--- src/rtl/mvu_ctrl_seq.sv ---
// mvu_ctrl_seq: job sequencer driving one MVU's bank addresses, shacc/quantizer controls and writeback.
// Define MVU_CTRL_PERF_EN to add the perf_cycles/perf_stalls counters.
module mvu_ctrl_seq #(
  parameter int BWBANKA   = 9,
  parameter int BDBANKA   = 14,
  parameter int QMSBLOCBD = 5,
  parameter int RDLAT     = 2
) (
  input  logic                 clk,
  input  logic                 rst,
  input  logic                 start,
  input  logic [BWBANKA-1:0]   cfg_wbase,
  input  logic [BDBANKA-1:0]   cfg_dbase,
  input  logic [BDBANKA-1:0]   cfg_obase,
  input  logic [3:0]           cfg_iprec,
  input  logic [3:0]           cfg_wprec,
  input  logic [3:0]           cfg_oprec,
  input  logic [7:0]           cfg_ncol,
  input  logic [7:0]           cfg_nrow,
  input  logic [QMSBLOCBD-1:0] cfg_qmsb,
  output logic                 busy,
  output logic                 done,
  output logic [BWBANKA-1:0]   rdw_addr,
  output logic                 rdd_en,
  input  logic                 rdd_grnt,
  output logic [BDBANKA-1:0]   rdd_addr,
  output logic                 shacc_clr,
  output logic                 shacc_load,
  output logic                 shacc_acc,
  output logic                 shacc_sh,
  output logic                 quant_clr,
  output logic                 quant_load,
  output logic                 quant_step,
  output logic [QMSBLOCBD-1:0] quant_msbidx,
  output logic                 wrd_en,
  input  logic                 wrd_grnt,
  output logic [BDBANKA-1:0]   wrd_addr
`ifdef MVU_CTRL_PERF_EN
  ,
  output logic [31:0]          perf_cycles,
  output logic [31:0]          perf_stalls
`endif
);

  typedef enum logic [2:0] {IDLE, ACC, DRAIN, QLOAD, QOUT, DONE} state_t;
  state_t state_q, state_d;

  logic [BWBANKA-1:0]   wbase_q;
  logic [BDBANKA-1:0]   dbase_q, obase_q;
  logic [3:0]           iprec_q, wprec_q, oprec_q, k_q;
  logic [7:0]           ncol_q, nrow_q, r_q, col_q, dcnt_q;
  logic [QMSBLOCBD-1:0] qmsb_q;
  logic [4:0]           s_q, wb_q;
  logic                 row_entry_q, beat0_q;
  logic [RDLAT:1]       vld_pipe;
  logic [RDLAT:1][1:0]  flg_pipe;

  logic       degen, issue, new_s, col_last, wb_last, beat_last;
  logic       wr_fire, k_last, row_last, drain_end, acc_enter;
  logic [3:0] src_wp, src_ip;
  logic [4:0] wp1, ip1, s_m1, wb_hi, wb_hi_m1, wb_lo, s_init, wb_init;
  logic [31:0] w_off, d_off, o_off;

  assign degen = (cfg_iprec == 0) | (cfg_wprec == 0) | (cfg_oprec == 0) |
                 (cfg_ncol == 0) | (cfg_nrow == 0);

  // Significance/weight-bit bounds: wb walks min(s,wp-1) down to max(0,s-ip+1)
  assign wp1       = {1'b0, wprec_q} - 5'd1;
  assign ip1       = {1'b0, iprec_q} - 5'd1;
  assign s_m1      = s_q - 5'd1;
  assign wb_hi     = (s_q < wp1) ? s_q : wp1;
  assign wb_hi_m1  = (s_m1 < wp1) ? s_m1 : wp1;
  assign wb_lo     = (s_q >= ip1) ? s_q - ip1 : 5'd0;
  assign src_wp    = (state_q == IDLE) ? cfg_wprec : wprec_q;
  assign src_ip    = (state_q == IDLE) ? cfg_iprec : iprec_q;
  assign s_init    = {1'b0, src_wp} + {1'b0, src_ip} - 5'd2;
  assign wb_init   = {1'b0, src_wp} - 5'd1;

  assign issue     = (state_q == ACC) & rdd_grnt;
  assign col_last  = col_q == ncol_q - 8'd1;
  assign wb_last   = wb_q == wb_lo;
  assign beat_last = col_last & wb_last & (s_q == 5'd0);
  assign new_s     = (col_q == 8'd0) & (wb_q == wb_hi);
  assign wr_fire   = (state_q == QOUT) & wrd_grnt;
  assign k_last    = k_q == oprec_q - 4'd1;
  assign row_last  = r_q == nrow_q - 8'd1;
  assign drain_end = dcnt_q == 8'(RDLAT - 1);
  assign acc_enter = (state_d == ACC) & (state_q != ACC);

  assign w_off = (32'(r_q) * 32'(ncol_q) + 32'(col_q)) * 32'(wprec_q) + 32'(wb_q);
  assign d_off = 32'(col_q) * 32'(iprec_q) + 32'(s_q - wb_q);
  assign o_off = 32'(r_q) * 32'(oprec_q) + 32'(k_q);

  always_ff @(posedge clk) begin
    if (rst) state_q <= IDLE;
    else     state_q <= state_d;
  end

  always_comb begin
    state_d      = state_q;
    busy         = state_q != IDLE;
    done         = 1'b0;
    rdw_addr     = '0;
    rdd_en       = 1'b0;
    rdd_addr     = '0;
    shacc_clr    = 1'b0;
    quant_clr    = 1'b0;
    quant_load   = 1'b0;
    quant_step   = 1'b0;
    quant_msbidx = (state_q != IDLE) ? qmsb_q : '0;
    wrd_en       = 1'b0;
    wrd_addr     = '0;
    // Delayed beats line up with operand arrival at the accumulator
    shacc_load   = vld_pipe[RDLAT] & flg_pipe[RDLAT][1];
    shacc_acc    = vld_pipe[RDLAT] & ~flg_pipe[RDLAT][1];
    shacc_sh     = vld_pipe[RDLAT] & flg_pipe[RDLAT][0] & ~flg_pipe[RDLAT][1];
    unique case (state_q)
      IDLE:  if (start) state_d = degen ? DONE : ACC;
      ACC: begin
        rdd_en    = 1'b1;
        rdw_addr  = wbase_q + BWBANKA'(w_off);
        rdd_addr  = dbase_q + BDBANKA'(d_off);
        shacc_clr = row_entry_q;
        quant_clr = row_entry_q & (r_q == 8'd0);
        if (issue && beat_last) state_d = DRAIN;
      end
      DRAIN: if (drain_end) state_d = QLOAD;
      QLOAD: begin
        quant_load = 1'b1;
        state_d    = QOUT;
      end
      QOUT: begin
        wrd_en     = 1'b1;
        wrd_addr   = obase_q + BDBANKA'(o_off);
        quant_step = wrd_grnt;
        if (wr_fire && k_last) state_d = row_last ? DONE : ACC;
      end
      DONE: begin
        done    = 1'b1;
        state_d = IDLE;
      end
      default: state_d = IDLE;
    endcase
  end

  always_ff @(posedge clk) begin
    if (rst) begin
      {wbase_q, dbase_q, obase_q, qmsb_q} <= '0;
      {iprec_q, wprec_q, oprec_q, ncol_q, nrow_q} <= '0;
      {r_q, col_q, s_q, wb_q, k_q, dcnt_q} <= '0;
      row_entry_q <= 1'b0;
      beat0_q     <= 1'b0;
      vld_pipe    <= '0;
      flg_pipe    <= '0;
    end else begin
      row_entry_q <= acc_enter;
      vld_pipe[1] <= issue;
      flg_pipe[1] <= {beat0_q, new_s};
      for (int i = 2; i <= RDLAT; i++) begin
        vld_pipe[i] <= vld_pipe[i-1];
        flg_pipe[i] <= flg_pipe[i-1];
      end
      if (state_q == IDLE && start) begin
        wbase_q <= cfg_wbase;  dbase_q <= cfg_dbase;  obase_q <= cfg_obase;
        iprec_q <= cfg_iprec;  wprec_q <= cfg_wprec;  oprec_q <= cfg_oprec;
        ncol_q  <= cfg_ncol;   nrow_q  <= cfg_nrow;   qmsb_q  <= cfg_qmsb;
        r_q     <= '0;
      end
      if (wr_fire && k_last && !row_last) r_q <= r_q + 8'd1;
      if (acc_enter) begin
        col_q   <= '0;
        s_q     <= s_init;
        wb_q    <= wb_init;
        beat0_q <= 1'b1;
      end else if (issue) begin
        beat0_q <= 1'b0;
        if (!col_last) col_q <= col_q + 8'd1;
        else begin
          col_q <= '0;
          if (!wb_last) wb_q <= wb_q - 5'd1;
          else if (s_q != 5'd0) begin
            s_q  <= s_m1;
            wb_q <= wb_hi_m1;
          end
        end
      end
      dcnt_q <= (state_q == DRAIN) ? dcnt_q + 8'd1 : 8'd0;
      k_q    <= (state_q == QOUT) ? k_q + 4'(wr_fire) : 4'd0;
    end
  end

`ifdef MVU_CTRL_PERF_EN
  always_ff @(posedge clk) begin
    if (rst || (state_q == IDLE && start)) begin
      perf_cycles <= '0;
      perf_stalls <= '0;
    end else begin
      if (busy) perf_cycles <= perf_cycles + 32'd1;
      if ((rdd_en & ~rdd_grnt) | (wrd_en & ~wrd_grnt)) perf_stalls <= perf_stalls + 32'd1;
    end
  end
`endif

endmodule

--- config.mk ---
export PLATFORM = sky130hd
export DESIGN_NAME = mvu_ctrl_seq
export DESIGN_NICKNAME = d
export VERILOG_FILES = /design/src/rtl/mvu_ctrl_seq.sv
export SDC_FILE = /design/constraint.sdc
export NUM_CORES = 1
export LEC_CHECK = 0
export CAP_MARGIN = 40
export CELL_PAD_IN_SITES_DETAIL_PLACEMENT = 1
export CELL_PAD_IN_SITES_GLOBAL_PLACEMENT = 1
export CORE_ASPECT_RATIO = 1.4
export CORE_MARGIN = 3
export CORE_UTILIZATION = 45
export DETAILED_ROUTE_END_ITERATION = 16
export GPL_TIMING_DRIVEN = 0
export PLACE_DENSITY = 0.85
export SYNTH_ARGS = -nofsm -noshare
export SYNTH_HDL_FRONTEND = slang
export SYNTH_SLANG_ARGS = --single-unit
--- constraint.sdc ---
create_clock -name clk -period 14.02 [get_ports clk]
set_input_delay 1.402 -clock clk [delete_from_list [all_inputs] [get_ports clk]]
set_output_delay 1.402 -clock clk [all_outputs]
set_load 0.02 [all_outputs]
==> summary.txt <==
Outcome
  – Status: finished, final reports clean

Yosys
  – Ys Warns: 0
  – Async SR Flop Fraction: 0%
  – Sequential share of the synthesized area: 19.4%
  – Post-synth EDFFs: 0
  – Synth Register Bits: 119
  – Syn Nets: 1,838
  – Cell count after synthesis: 1,538
  – Synthesized area: 12,300 sq um
  – Synth Flop Type: dfxtp_1
  – Yosys cell types: 74
  – Synth Area per Inst: 7.99 sq um

Clocking
  – Deepest clock path buffer count: 2
  – Skew-Pair Late Insertion Delay: 0.44 ns
  – Post-CTS setup buffers: 0
  – H-Tree Depth: 4
  – CTS tree: yes
  – Clk sinks: 119
  – Post-CTS Hold Fix Bufs: 0
  – CTS buffer count: 17
  – Clk root buf: clkbuf_16
  – CTS resizes: 0
  – Reg clk slew, reported paths: 0.06 ns

STA
  – Final Hold Violating Endpoints: 0
  – Total negative slack: 0 ns
  – Final worst-path cycle share: 74.2%
  – RSZ-0062 raised after global routing: no
  – Fmax: 96.2 MHz
  – Final min period: 10.40 ns
  – Worst clock skew: 0.0107 ns
  – Max-slew violation count: 0
  – Worst relative slew slack: 41.4%
  – Fin Hold WS: 0.439 ns
  – Final setup vio count: 0
  – Worst Max-Slew Pin Slew: 0.879 ns

Floorplan
  – Io pins: 128
  – Die ar.: 29,300 sq um
  – Initial Util: 46.3%
  – Row Count: 70
  – Die X: 146 microns
  – Die Y: 201 microns
  – Core ar.: 26,500 sq um

Detailed routing
  – Via count: 11,329
  – Vias per cell: 5.51
  – Antenna viol nets, final: 0
  – Router iterations before antenna repair: 7
  – Residual DRC count: 0
  – Drt wl/cell: 19.6 microns
  – First DRT Iteration DRCs: 469
  – Final wirelength: 40,400 microns

Power and ir drop
  – Internal Pwr Total: 882 uW
  – Sw Share: 37.3%
  – Worst IR drop on VDD: 0.0000879 V
  – Clock share of power: 34.9%
  – P per Cell Area: 96.1 nW/um^2
  – Switch Pwr: 525 uW
  – Leakage: 6.61 nW
  – Flop pwr share: 27.1%
  – Combinational Power Share: 38.0%

Worst setup path
  – Family with the most delay on the worst path: adder cells
  – Endpoint class of the critical path: output pin
  – Crit-path max FO: 10
  – Crit path largest cell delay: 0.66 ns
  – Most used cell, CP: fa_1
  – Crit path buf inv count: 8
  – Worst Setup Start Kind: register
  – Slowest CP cell: clkdlybuf4s50_1
  – Crit path DAT: 9.00 ns
  – Worst Path Required: 12.62 ns
  – Critical path class: reg2out

Cells and area
  – Final-stage net count: 1,983
  – Final std cells w/o fill: 2,055
  – Fin util: 55.1%
  – Most frequent cells in the layout: 255 x nand2_1, 196 x inv_1, 126 x clkdlybuf4s50_1
  – Diodes inserted: 0
  – Share of cells above drive strength 1: 3.19%
  – Commonest non-fill, non-tap cell in the layout: nand2_1
  – Area Overhead vs Synth: 19.2%

GRT
  – Grt total ovfl: 0
  – Pin count of the biggest net entering global routing: 17
  – GRT Overall Usage: 27.9%
  – Initial antenna violation count: 1
  – Met2 Use GR: 53.4%
  – Met1 usage: 30.4%
  – Global-route wire length before repair: 65,400 microns
  – M3 GR Usage: 3.29%
  – Vias in the first global route: 12,529
  – Busiest metal layer after global routing: met2

Place
  – Post-DP HPWL: 31,800 microns
  – Routability cong.: 0.918
  – I/O Buffers: 126
  – DP Cell Count: 2,024

Hold path
  – HP Class: reg2reg

Run
  – MaxCap Viol Count: 0
==> power groups by stage <==
stage | logic, mW | clock network [mW] | registers (mW)
finish | 0.535 | 0.491 | 0.381
global route | 0.594 | 0.511 | 0.384
CTS | 0.535 | 0.495 | 0.381
detailed placement | 0.528 | 0 | 0.388
floorplan | 0.366 | 0 | 0.380
global placement | 0.505 | 0 | 0.387
==> final timing paths <==
check	from	to	slack [ns]	cells after the start
max	r_q[3]	rdw_addr[8]	3.62	25
min	flg_pipe[0]	flg_pipe[2]	0.44	1
max reg2reg	iprec_q[1]	wb_q[2]	9.92	13
min reg2reg	flg_pipe[0]	flg_pipe[2]	0.44	1
==> kinds of logic after synthesis <==
| family | share of synthesized area, % |
|---|---|
| adders and majority gates | 29.1 |
| DFF | 19.4 |
| buffers and inverters | 8.40 |
| xor gates and xnor gates | 8.92 |
| and+or+nand+nor | 21.2 |
| muxes | 1.31 |
| AOI/OAI and AO/OA | 11.6 |
==> synth_stat cells (15+ instances only) <==
cell | instances | share of area, %
xnor2_1 | 76 | 5.4
a21o_1 | 24 | 1.5
a21oi_1 | 111 | 4.5
xor2_1 | 44 | 3.1
ha_1 | 124 | 13
dfxtp_1 | 119 | 19
nand3_1 | 25 | 1.0
nor2b_1 | 15 | 0.76
inv_1 | 196 | 6.0
mux2i_1 | 15 | 1.2
and2_1 | 65 | 3.3
fa_1 | 101 | 16
clkbuf_1 | 56 | 1.7
nor3_1 | 27 | 1.1
nor2_1 | 106 | 3.2
nand2_1 | 255 | 7.8
o21ai_0 | 25 | 1.0
==> registers in the layout, summed over array words and instances, names as in the netlist, 8 cells and up <==
signal and count:
obase_q 14, ncol_q 8, nrow_q 8, col_q 8, wbase_q 9, r_q 8
dcnt_q 8, dbase_q 14
==> area by class of cell <==
class                           count  area (sq um)
Multi-Input combinational cell   1151          8870
Inverter                          200           763
Buffer                             68           269
Clock buffer                       19           453
Sequential cell                   119          2380
Timing Repair Buffer              126          1260
Clock inverter                     12           188
Tap cell                          360           450
Fill cell                        3285         11900
==> layer usage <==
metal	wire length, microns	vias up
met2	21700	299
met4	1850	0
met1	15500	5656
met3	1360	110
met5	0	-
li1	-	5264
==> per-stage QoR <==
stage,power (mW),cell area [sq um],setup slack [ns]
2_1_floorplan,0.745,12300,5.96
3_3_place_gp,0.892,14000,4.45
3_5_place_dp,0.916,14000,4.31
4_1_cts,1.41,14600,3.70
5_1_grt,1.49,14600,3.35
6_report,1.41,14600,3.62
Power figures use the tool's default switching activity.
